## src/rtl/weight_dma_loader_pkg.sv

```systemverilog
`default_nettype none
// ============================================================================
// Module      : weight_dma_loader_pkg
// Description : Shared definitions for the Conv2 weight/bias DMA loader:
//               lane geometry, loader buffer selects, FSM state and lane
//               unpack mode encodings.
// Revision    : 1.0 - initial release
// ============================================================================
package weight_dma_loader_pkg;

    // Loader lanes; at least 6 are needed to hold the six bias halves.
    localparam int unsigned K_CHANNELS   = 8;
    localparam int unsigned LANE_W       = 32;
    localparam int unsigned WEIGHT_LANES = 6;
    localparam int unsigned BIAS_WORDS   = 3;

    localparam logic [1:0] SEL_WEIGHT = 2'd1;
    localparam logic [1:0] SEL_BIAS   = 2'd2;

    // Layer that needs no weights: acknowledged at once, pointers cleared.
    localparam logic [3:0] LAYER_NO_WEIGHTS = 4'd1;

    typedef enum logic [2:0] {
        ST_IDLE   = 3'd0,
        ST_W_RD   = 3'd1,
        ST_W_WAIT = 3'd2,
        ST_B_RD   = 3'd3,
        ST_B_WAIT = 3'd4,
        ST_ACK    = 3'd5
    } dma_state_t;

    typedef enum logic [1:0] {
        UNPACK_WEIGHT = 2'd0,
        UNPACK_BIAS0  = 2'd1,
        UNPACK_BIAS1  = 2'd2,
        UNPACK_BIAS2  = 2'd3
    } unpack_mode_t;

    // Conv2 groups occupy layer IDs 2 .. num_groups+1.
    function automatic logic is_conv2_layer(input logic [3:0] id, input int unsigned num_groups);
        return (id >= 4'd2) && ({28'd0, id} <= 32'(num_groups + 1));
    endfunction

endpackage
`default_nettype wire

```

## src/rtl/weight_dma_loader_unpack.sv

```systemverilog
`default_nettype none
// ============================================================================
// Module      : weight_lane_unpack
// Description : Purely combinational spreading of one 64-bit memory word
//               onto the loader lanes. Weight mode places bytes 0..5 into
//               the low byte of lanes 0..5; bias mode j places the low/high
//               32-bit halves into lanes 2j/2j+1. All other bits are zero.
// Revision    : 1.0 - initial release
// ============================================================================
module weight_lane_unpack
    import weight_dma_loader_pkg::*;
(
    input  logic [63:0]                  data_i,
    input  unpack_mode_t                 mode_i,
    output logic [K_CHANNELS*LANE_W-1:0] lanes_o
);

    // Route the selected byte/half-word fields to their lanes.
    always_comb begin
        lanes_o = '0;
        case (mode_i)
            UNPACK_WEIGHT: begin
                for (int k = 0; k < int'(WEIGHT_LANES); k++) begin
                    lanes_o[k*LANE_W +: 8] = data_i[k*8 +: 8];
                end
            end
            UNPACK_BIAS0: begin
                lanes_o[0*LANE_W +: LANE_W] = data_i[31:0];
                lanes_o[1*LANE_W +: LANE_W] = data_i[63:32];
            end
            UNPACK_BIAS1: begin
                lanes_o[2*LANE_W +: LANE_W] = data_i[31:0];
                lanes_o[3*LANE_W +: LANE_W] = data_i[63:32];
            end
            UNPACK_BIAS2: begin
                lanes_o[4*LANE_W +: LANE_W] = data_i[31:0];
                lanes_o[5*LANE_W +: LANE_W] = data_i[63:32];
            end
            default: lanes_o = '0;
        endcase
    end

endmodule
`default_nettype wire

```

## src/rtl/weight_dma_loader.sv

```systemverilog
`default_nettype none
// ============================================================================
// Module      : weight_dma_loader
// Description : Fetches one Conv2 group of weight lines and its three bias
//               words from external memory (one read outstanding at a time)
//               and writes them into the weight/bias loader buffers, then
//               handshakes completion back to the host controller.
//               Optional: define WEIGHT_DMA_PERF_EN to add perf_cycles_o, a
//               saturating count of cycles spent transferring.
// Revision    : 1.0 - initial release
// ============================================================================
module weight_dma_loader
    import weight_dma_loader_pkg::*;
#(
    parameter logic [31:0] W_BASE           = 32'h0000_0000,
    parameter logic [31:0] B_BASE           = 32'h0000_1000,
    parameter int unsigned WLINES_PER_GROUP = 150,
    parameter int unsigned NUM_GROUPS       = 3
) (
    input  logic                         clk_i,
    input  logic                         rst_async_n_i,
    input  logic                         req_load_i,
    input  logic [3:0]                   layer_id_i,
    output logic                         weight_loaded_o,
    output logic                         mem_rd_en_o,
    output logic [31:0]                  mem_rd_addr_o,
    input  logic [63:0]                  mem_rd_data_i,
    input  logic                         mem_rd_valid_i,
    output logic [1:0]                   loader_sel_o,
    output logic                         loader_wr_en_o,
    output logic [31:0]                  loader_wr_addr_o,
    output logic [K_CHANNELS*LANE_W-1:0] loader_wr_data_o,
    output logic                         err_layer_o
`ifdef WEIGHT_DMA_PERF_EN
    ,
    output logic [31:0]                  perf_cycles_o
`endif
);

    localparam logic [31:0] W_PTR_LAST = 32'(NUM_GROUPS * WLINES_PER_GROUP - 1);
    localparam logic [31:0] B_PTR_LAST = 32'(NUM_GROUPS * BIAS_WORDS - 1);
    localparam logic [31:0] LINE_LAST  = 32'(WLINES_PER_GROUP - 1);
    localparam logic [1:0]  BIAS_LAST  = 2'(BIAS_WORDS - 1);

    dma_state_t                  state_q, state_d;
    logic [31:0]                 w_ptr_q, w_ptr_d;
    logic [31:0]                 b_ptr_q, b_ptr_d;
    logic [31:0]                 line_idx_q, line_idx_d;
    logic [1:0]                  bias_idx_q, bias_idx_d;
    logic [K_CHANNELS*LANE_W-1:0] bias_acc_q, bias_acc_d;

    logic                        weight_loaded_q, weight_loaded_d;
    logic                        mem_rd_en_q, mem_rd_en_d;
    logic [31:0]                 mem_rd_addr_q, mem_rd_addr_d;
    logic [1:0]                  loader_sel_q, loader_sel_d;
    logic                        loader_wr_en_q, loader_wr_en_d;
    logic [31:0]                 loader_wr_addr_q, loader_wr_addr_d;
    logic [K_CHANNELS*LANE_W-1:0] loader_wr_data_q, loader_wr_data_d;
    logic                        err_layer_q, err_layer_d;

    unpack_mode_t                unpack_mode;
    logic [K_CHANNELS*LANE_W-1:0] unpacked_lanes;

    // Weight layout while fetching weights, otherwise the current bias word slot.
    always_comb begin
        unpack_mode = UNPACK_WEIGHT;
        if (state_q == ST_B_WAIT) begin
            case (bias_idx_q)
                2'd0:    unpack_mode = UNPACK_BIAS0;
                2'd1:    unpack_mode = UNPACK_BIAS1;
                default: unpack_mode = UNPACK_BIAS2;
            endcase
        end
    end

    weight_lane_unpack u_unpack (
        .data_i  (mem_rd_data_i),
        .mode_i  (unpack_mode),
        .lanes_o (unpacked_lanes)
    );

    // Next-state and registered-output logic; reads and writes live in
    // disjoint states so the two strobes can never coincide.
    always_comb begin
        state_d          = state_q;
        w_ptr_d          = w_ptr_q;
        b_ptr_d          = b_ptr_q;
        line_idx_d       = line_idx_q;
        bias_idx_d       = bias_idx_q;
        bias_acc_d       = bias_acc_q;
        weight_loaded_d  = weight_loaded_q;
        mem_rd_en_d      = 1'b0;
        mem_rd_addr_d    = mem_rd_addr_q;
        loader_sel_d     = loader_sel_q;
        loader_wr_en_d   = 1'b0;
        loader_wr_addr_d = loader_wr_addr_q;
        loader_wr_data_d = loader_wr_data_q;
        err_layer_d      = 1'b0;

        case (state_q)
            ST_IDLE: begin
                if (req_load_i) begin
                    if (layer_id_i == LAYER_NO_WEIGHTS) begin
                        w_ptr_d         = '0;
                        b_ptr_d         = '0;
                        weight_loaded_d = 1'b1;
                        state_d         = ST_ACK;
                    end else if (is_conv2_layer(layer_id_i, NUM_GROUPS)) begin
                        line_idx_d = '0;
                        bias_idx_d = '0;
                        bias_acc_d = '0;
                        state_d    = ST_W_RD;
                    end else begin
                        err_layer_d     = 1'b1;
                        weight_loaded_d = 1'b1;
                        state_d         = ST_ACK;
                    end
                end
            end
            ST_W_RD: begin
                mem_rd_en_d   = 1'b1;
                mem_rd_addr_d = W_BASE + w_ptr_q;
                state_d       = ST_W_WAIT;
            end
            ST_W_WAIT: begin
                if (mem_rd_valid_i) begin
                    loader_wr_en_d   = 1'b1;
                    loader_sel_d     = SEL_WEIGHT;
                    loader_wr_addr_d = line_idx_q;
                    loader_wr_data_d = unpacked_lanes;
                    w_ptr_d          = (w_ptr_q == W_PTR_LAST) ? '0 : w_ptr_q + 32'd1;
                    if (line_idx_q == LINE_LAST) begin
                        line_idx_d = '0;
                        state_d    = ST_B_RD;
                    end else begin
                        line_idx_d = line_idx_q + 32'd1;
                        state_d    = ST_W_RD;
                    end
                end
            end
            ST_B_RD: begin
                mem_rd_en_d   = 1'b1;
                mem_rd_addr_d = B_BASE + b_ptr_q;
                state_d       = ST_B_WAIT;
            end
            ST_B_WAIT: begin
                if (mem_rd_valid_i) begin
                    bias_acc_d = bias_acc_q | unpacked_lanes;
                    b_ptr_d    = (b_ptr_q == B_PTR_LAST) ? '0 : b_ptr_q + 32'd1;
                    if (bias_idx_q == BIAS_LAST) begin
                        bias_idx_d       = '0;
                        loader_wr_en_d   = 1'b1;
                        loader_sel_d     = SEL_BIAS;
                        loader_wr_addr_d = '0;
                        loader_wr_data_d = bias_acc_q | unpacked_lanes;
                        weight_loaded_d  = 1'b1;
                        state_d          = ST_ACK;
                    end else begin
                        bias_idx_d = bias_idx_q + 2'd1;
                        state_d    = ST_B_RD;
                    end
                end
            end
            ST_ACK: begin
                // Stay acknowledged while the request is still held.
                if (!req_load_i) begin
                    weight_loaded_d = 1'b0;
                    state_d         = ST_IDLE;
                end else begin
                    weight_loaded_d = 1'b1;
                end
            end
            default: begin
                state_d = ST_IDLE;
            end
        endcase
    end

    // State, pointers and output registers with asynchronous clear.
    always_ff @(posedge clk_i or negedge rst_async_n_i) begin
        if (!rst_async_n_i) begin
            state_q          <= ST_IDLE;
            w_ptr_q          <= '0;
            b_ptr_q          <= '0;
            line_idx_q       <= '0;
            bias_idx_q       <= '0;
            bias_acc_q       <= '0;
            weight_loaded_q  <= 1'b0;
            mem_rd_en_q      <= 1'b0;
            mem_rd_addr_q    <= '0;
            loader_sel_q     <= '0;
            loader_wr_en_q   <= 1'b0;
            loader_wr_addr_q <= '0;
            loader_wr_data_q <= '0;
            err_layer_q      <= 1'b0;
        end else begin
            state_q          <= state_d;
            w_ptr_q          <= w_ptr_d;
            b_ptr_q          <= b_ptr_d;
            line_idx_q       <= line_idx_d;
            bias_idx_q       <= bias_idx_d;
            bias_acc_q       <= bias_acc_d;
            weight_loaded_q  <= weight_loaded_d;
            mem_rd_en_q      <= mem_rd_en_d;
            mem_rd_addr_q    <= mem_rd_addr_d;
            loader_sel_q     <= loader_sel_d;
            loader_wr_en_q   <= loader_wr_en_d;
            loader_wr_addr_q <= loader_wr_addr_d;
            loader_wr_data_q <= loader_wr_data_d;
            err_layer_q      <= err_layer_d;
        end
    end

    assign weight_loaded_o  = weight_loaded_q;
    assign mem_rd_en_o      = mem_rd_en_q;
    assign mem_rd_addr_o    = mem_rd_addr_q;
    assign loader_sel_o     = loader_sel_q;
    assign loader_wr_en_o   = loader_wr_en_q;
    assign loader_wr_addr_o = loader_wr_addr_q;
    assign loader_wr_data_o = loader_wr_data_q;
    assign err_layer_o      = err_layer_q;

`ifdef WEIGHT_DMA_PERF_EN
    logic [31:0] perf_cycles_q, perf_cycles_d;

    // Count busy (transferring) cycles, holding at all-ones.
    always_comb begin
        perf_cycles_d = perf_cycles_q;
        if ((state_q != ST_IDLE) && (state_q != ST_ACK) && (perf_cycles_q != 32'hFFFF_FFFF)) begin
            perf_cycles_d = perf_cycles_q + 32'd1;
        end
    end

    // Busy-cycle counter register.
    always_ff @(posedge clk_i or negedge rst_async_n_i) begin
        if (!rst_async_n_i) begin
            perf_cycles_q <= '0;
        end else begin
            perf_cycles_q <= perf_cycles_d;
        end
    end

    assign perf_cycles_o = perf_cycles_q;
`endif

endmodule
`default_nettype wire

```

## config.mk

```make
export PLATFORM = sky130hd
export DESIGN_NAME = weight_dma_loader
export DESIGN_NICKNAME = d
export VERILOG_FILES = /design/src/rtl/weight_dma_loader_pkg.sv /design/src/rtl/weight_dma_loader_unpack.sv /design/src/rtl/weight_dma_loader.sv
export SDC_FILE = /design/constraint.sdc
export NUM_CORES = 1
export LEC_CHECK = 0
export ABC_AREA = 1
export CAP_MARGIN = 20
export CORE_MARGIN = 4
export CORE_UTILIZATION = 57
export CTS_BUF_LIST = sky130_fd_sc_hd__clkbuf_8
export CTS_CLUSTER_SIZE = 24
export DETAILED_ROUTE_END_ITERATION = 16
export PLACE_DENSITY_LB_ADDON = 0.05
export SYNTH_ARGS = -nofsm -noshare
export SYNTH_HDL_FRONTEND = slang
export SYNTH_SLANG_ARGS = --single-unit
export TNS_END_PERCENT = 100
```

## constraint.sdc

```tcl
create_clock -name clk_i -period 2.9 [get_ports clk_i]
set_input_delay 0.58 -clock clk_i [delete_from_list [all_inputs] [get_ports clk_i]]
set_output_delay 0.58 -clock clk_i [all_outputs]
set_load 0.01 [all_outputs]
```

==> reports/results.ini, run 1 <==
[clock_network]
cts_root_buf = clkbuf_8
clk_pin_slew_ns = 0.06
clock-sinks = 556
cts_tree = yes
htree_levels = 3
numCtsBuffers = 92
cts_setup_buffers = 0
clk_path_buf_depth = 3
clkLatencyLatePin_ns = 0.69

[route]
ant_nets = 0
drtIter0Drc = 2955
vias = 26100
wl_per_cell_um = 18.1
drc = 0
dr.pass1.iters = 6
viasPerCell = 5.52
wl_um = 85600

[cells_and_area]
n_antenna_cell = 0
drive_above_1_share = 0.0522
n_fill_cell = 4028
regArea_um2 = 13900
multi_input_area_um2 = 11300
layout.nets = 4124
area_growth_pct = 21.4

[place]
gp_congestion = 0.980
place_hpwl_um = 58900
portBuffers = 397

[worst_setup_path]
end_kind = output pin
cp_data_arrival_time_ns = 2.10
crit_fanout = 44
cp-start-kind = flip-flop
cp.required_ns = 2.32
path_class = flip-flop to output pin

[floorplanning]
rows = 80
die-area_um2 = 52400
boundaryPins = 398
initial_core_util = 0.579
fp.dieW_um = 229
fp.dieH_um = 229
core_area_um2 = 48000

[yosys]
synth_top_family_by_area = simple AND/OR/NAND/NOR gates
syn_avg_cell_area_um2 = 7.46
synth-xor-area-share = 0.00189
synth-main-ff-cell = dfrtp_1
synth_area_leaders = dfrtp_1 50%, nand2_1 19%, o21ai_0 6.7%, inv_1 4.7%, nor2_1 4.2%
synth_largest_area_cell = dfrtp_1
ys_ff_latch = 556
synth_nets = 3813
synth_top_area_share = 0.500
synth_edf_count = 0
netlist_instances = 3731
synth.area.mux_share = 0
synth.distinct_cells = 37
ys_warn_count = 0
async_reset_ff_frac = 1.00
syn-cell-area_um2 = 27800
synth_compound_area_frac = 0.123
synth_fa_ha_area_frac = 0.00450
yosysSeqAreaShare = 0.500
synth-simple-area-share = 0.273

[sta]
fmax_mhz = 374
maxSlewHeadroom = 0.303
clock_skew_ns = 0.0213
setup-tns-final_ns = 0
finalSetupViolCount = 0
rsz0062_at_grt = no
fin_crit_ns = 2.68
hold_viol_final = 0
slew_violations = 0
hold_slack_ns = 0.467
worst_slew_pin_slew_ns = 1.05
period_share = 0.923

[global_route]
grt_pass1_vias = 24700
grt_usage = 0.320
grt_overflow = 0
grt_max_degree = 181
antenna_found_initial = 0
grt_pass1_wl_um = 135000

[run_status]
status = finished clean

[power_and_ir_drop]
p_total_uw = 29100
vdd_drop_max_mv = 0.666
p_leak_uw = 0.0161
powerDensity_nw_per_um2 = 863

[run]
drv_cap = 0

[min_path]
hold_path_class = flip-flop to flip-flop

## final cells by class
class | count | share of cell area
clock buffer | 120 | 0.0489
clock inverter | 48 | 0.00626
inverter | 363 | 0.0406
multi-input combinational | 2578 | 0.333
sequential | 556 | 0.412
tap | 615 | 0.0228
timing repair buffer | 451 | 0.136
## worst max-delay path: stages, from the launching register on
cell and delay, ns:
dfrtp_2 0.60, buf_12 0.24, clkdlybuf4s50_1 0.58
## cell usage in the layout, fill, tap and decap left out, types with 21 or more instances in the layout
master / n
nor2_1: 312
clkdlybuf4s50_1: 396
o21ai_1: 25
nand3_1: 116
dfrtp_1: 555
buf_4: 36
o22ai_1: 21
nand4_1: 71
nand2_1: 1400
a31oi_1: 48
o21ai_0: 374
clkbuf_8: 120
inv_1: 389
a21oi_1: 130
## flip-flops by register name, indices dropped and copies added, names as in the netlist
name and cells:
mem_rd_en_o 1, loader_wr_en_o 1, w_ptr_q 32, b_ptr_q 32, line_idx_q 32, bias_acc_q 192, loader_sel_o 2, bias_idx_q 2
mem_rd_addr_o 32, loader_wr_addr_o 32, weight_loaded_o 1, loader_wr_data_o 193, err_layer_o 1, state_q 3
## kinds of logic (layout without fill, tap and decap cells)
kind of cell | after synthesis | in the layout
simple gates | 1920 | 1920
compound gates | 642 | 642
buf+inv | 597 | 982
flops | 556 | 556
fa+ha+maj | 10 | 10
xor+xnor | 6 | 6
## layer usage
| metal | global-route usage | wire length [um] | up-vias |
|---|---|---|---|
| met4 | 0.116 | 3150 | 0 |
| met2 | 0.486 | 38000 | 1163 |
| met1 | 0.450 | 36700 | 12300 |
| met3 | 0.0776 | 7770 | 189 |
| met5 | 0 | 0 | - |
| li1 | - | - | 12400 |
## repair_timing
action                                 in CTS  in global routing
gates resized for setup                     0                  1
setup endpoints to repair                   0                  1
endpoints found under the hold margin      47                  0
hold buffers                                1                  0
## stage by stage
stage / utilization / worst slack [ns] / cells / cell area (um^2)
after floorplan: - / 0.368 / 3731 / 27800
after global placement: 0.664 / 0.195 / 4562 / 31900
after detailed placement: 0.664 / 0.152 / 4562 / 31900
after CTS: 0.703 / 0.160 / 4731 / 33800
after global routing: 0.703 / 0.0662 / 4731 / 33800
final: 0.703 / 0.224 / 4731 / 33800
## cells in the mapped netlist (2+ instances only)
| master | number |
|---|---|
| a21oi_1 | 130 |
| o31ai_1 | 2 |
| clkbuf_2 | 2 |
| nor3_1 | 6 |
| o211ai_1 | 14 |
| inv_2 | 10 |
| o22a_1 | 8 |
| o22ai_1 | 21 |
| buf_1 | 10 |
| nor2_2 | 2 |
| ha_1 | 10 |
| xor2_1 | 6 |
| dfrtp_1 | 556 |
| nand3_1 | 116 |
| buf_2 | 67 |
| clkbuf_1 | 65 |
| nand2_4 | 2 |
| nand4_1 | 71 |
| buf_6 | 8 |
| inv_1 | 352 |
| o21ai_0 | 374 |
| a31oi_1 | 48 |
| a22oi_1 | 15 |
| o21ai_2 | 2 |
| nand2_2 | 4 |
| o21ai_1 | 25 |
| nand2_1 | 1400 |
| nor2_4 | 2 |
| nor2_1 | 314 |
| buf_4 | 82 |
## where the power goes
group,switching (uW),total [uW],internal (uW)
sequential,1240,10900,9680
clock,3230,6930,3700
combinational,6650,11300,4650
total,11100,29100,18000
## final timing paths
path,from,end,slack [ns],cells past startpoint
min in group asynchronous,rst_async_n_i,loader_wr_data_o[22],0.48,2
worst min register to register,loader_wr_data_o[24],loader_wr_data_o[24],0.47,2
max in group asynchronous,rst_async_n_i,bias_acc_q[50],1.49,3
worst min-delay path,loader_wr_data_o[24],loader_wr_data_o[24],0.47,2
worst max-delay path,loader_wr_data_o[254],loader_wr_data_o[201],0.22,2
worst max register to register,state_q[1],bias_acc_q[1],0.43,11
Note: power is estimated with default switching activity, not from simulation.
==> run 2, diff against run 1 <==
--- a/config.mk
+++ b/config.mk
@@ -12,6 +12,7 @@
 export CTS_BUF_LIST = sky130_fd_sc_hd__clkbuf_8
 export CTS_CLUSTER_SIZE = 24
 export DETAILED_ROUTE_END_ITERATION = 16
+export HOLD_SLACK_MARGIN = 0.1
 export PLACE_DENSITY_LB_ADDON = 0.05
 export SYNTH_ARGS = -nofsm -noshare
 export SYNTH_HDL_FRONTEND = slang
==> results of run 2 <==
The final DEF is identical to that of run 1; final timing and power are the same.
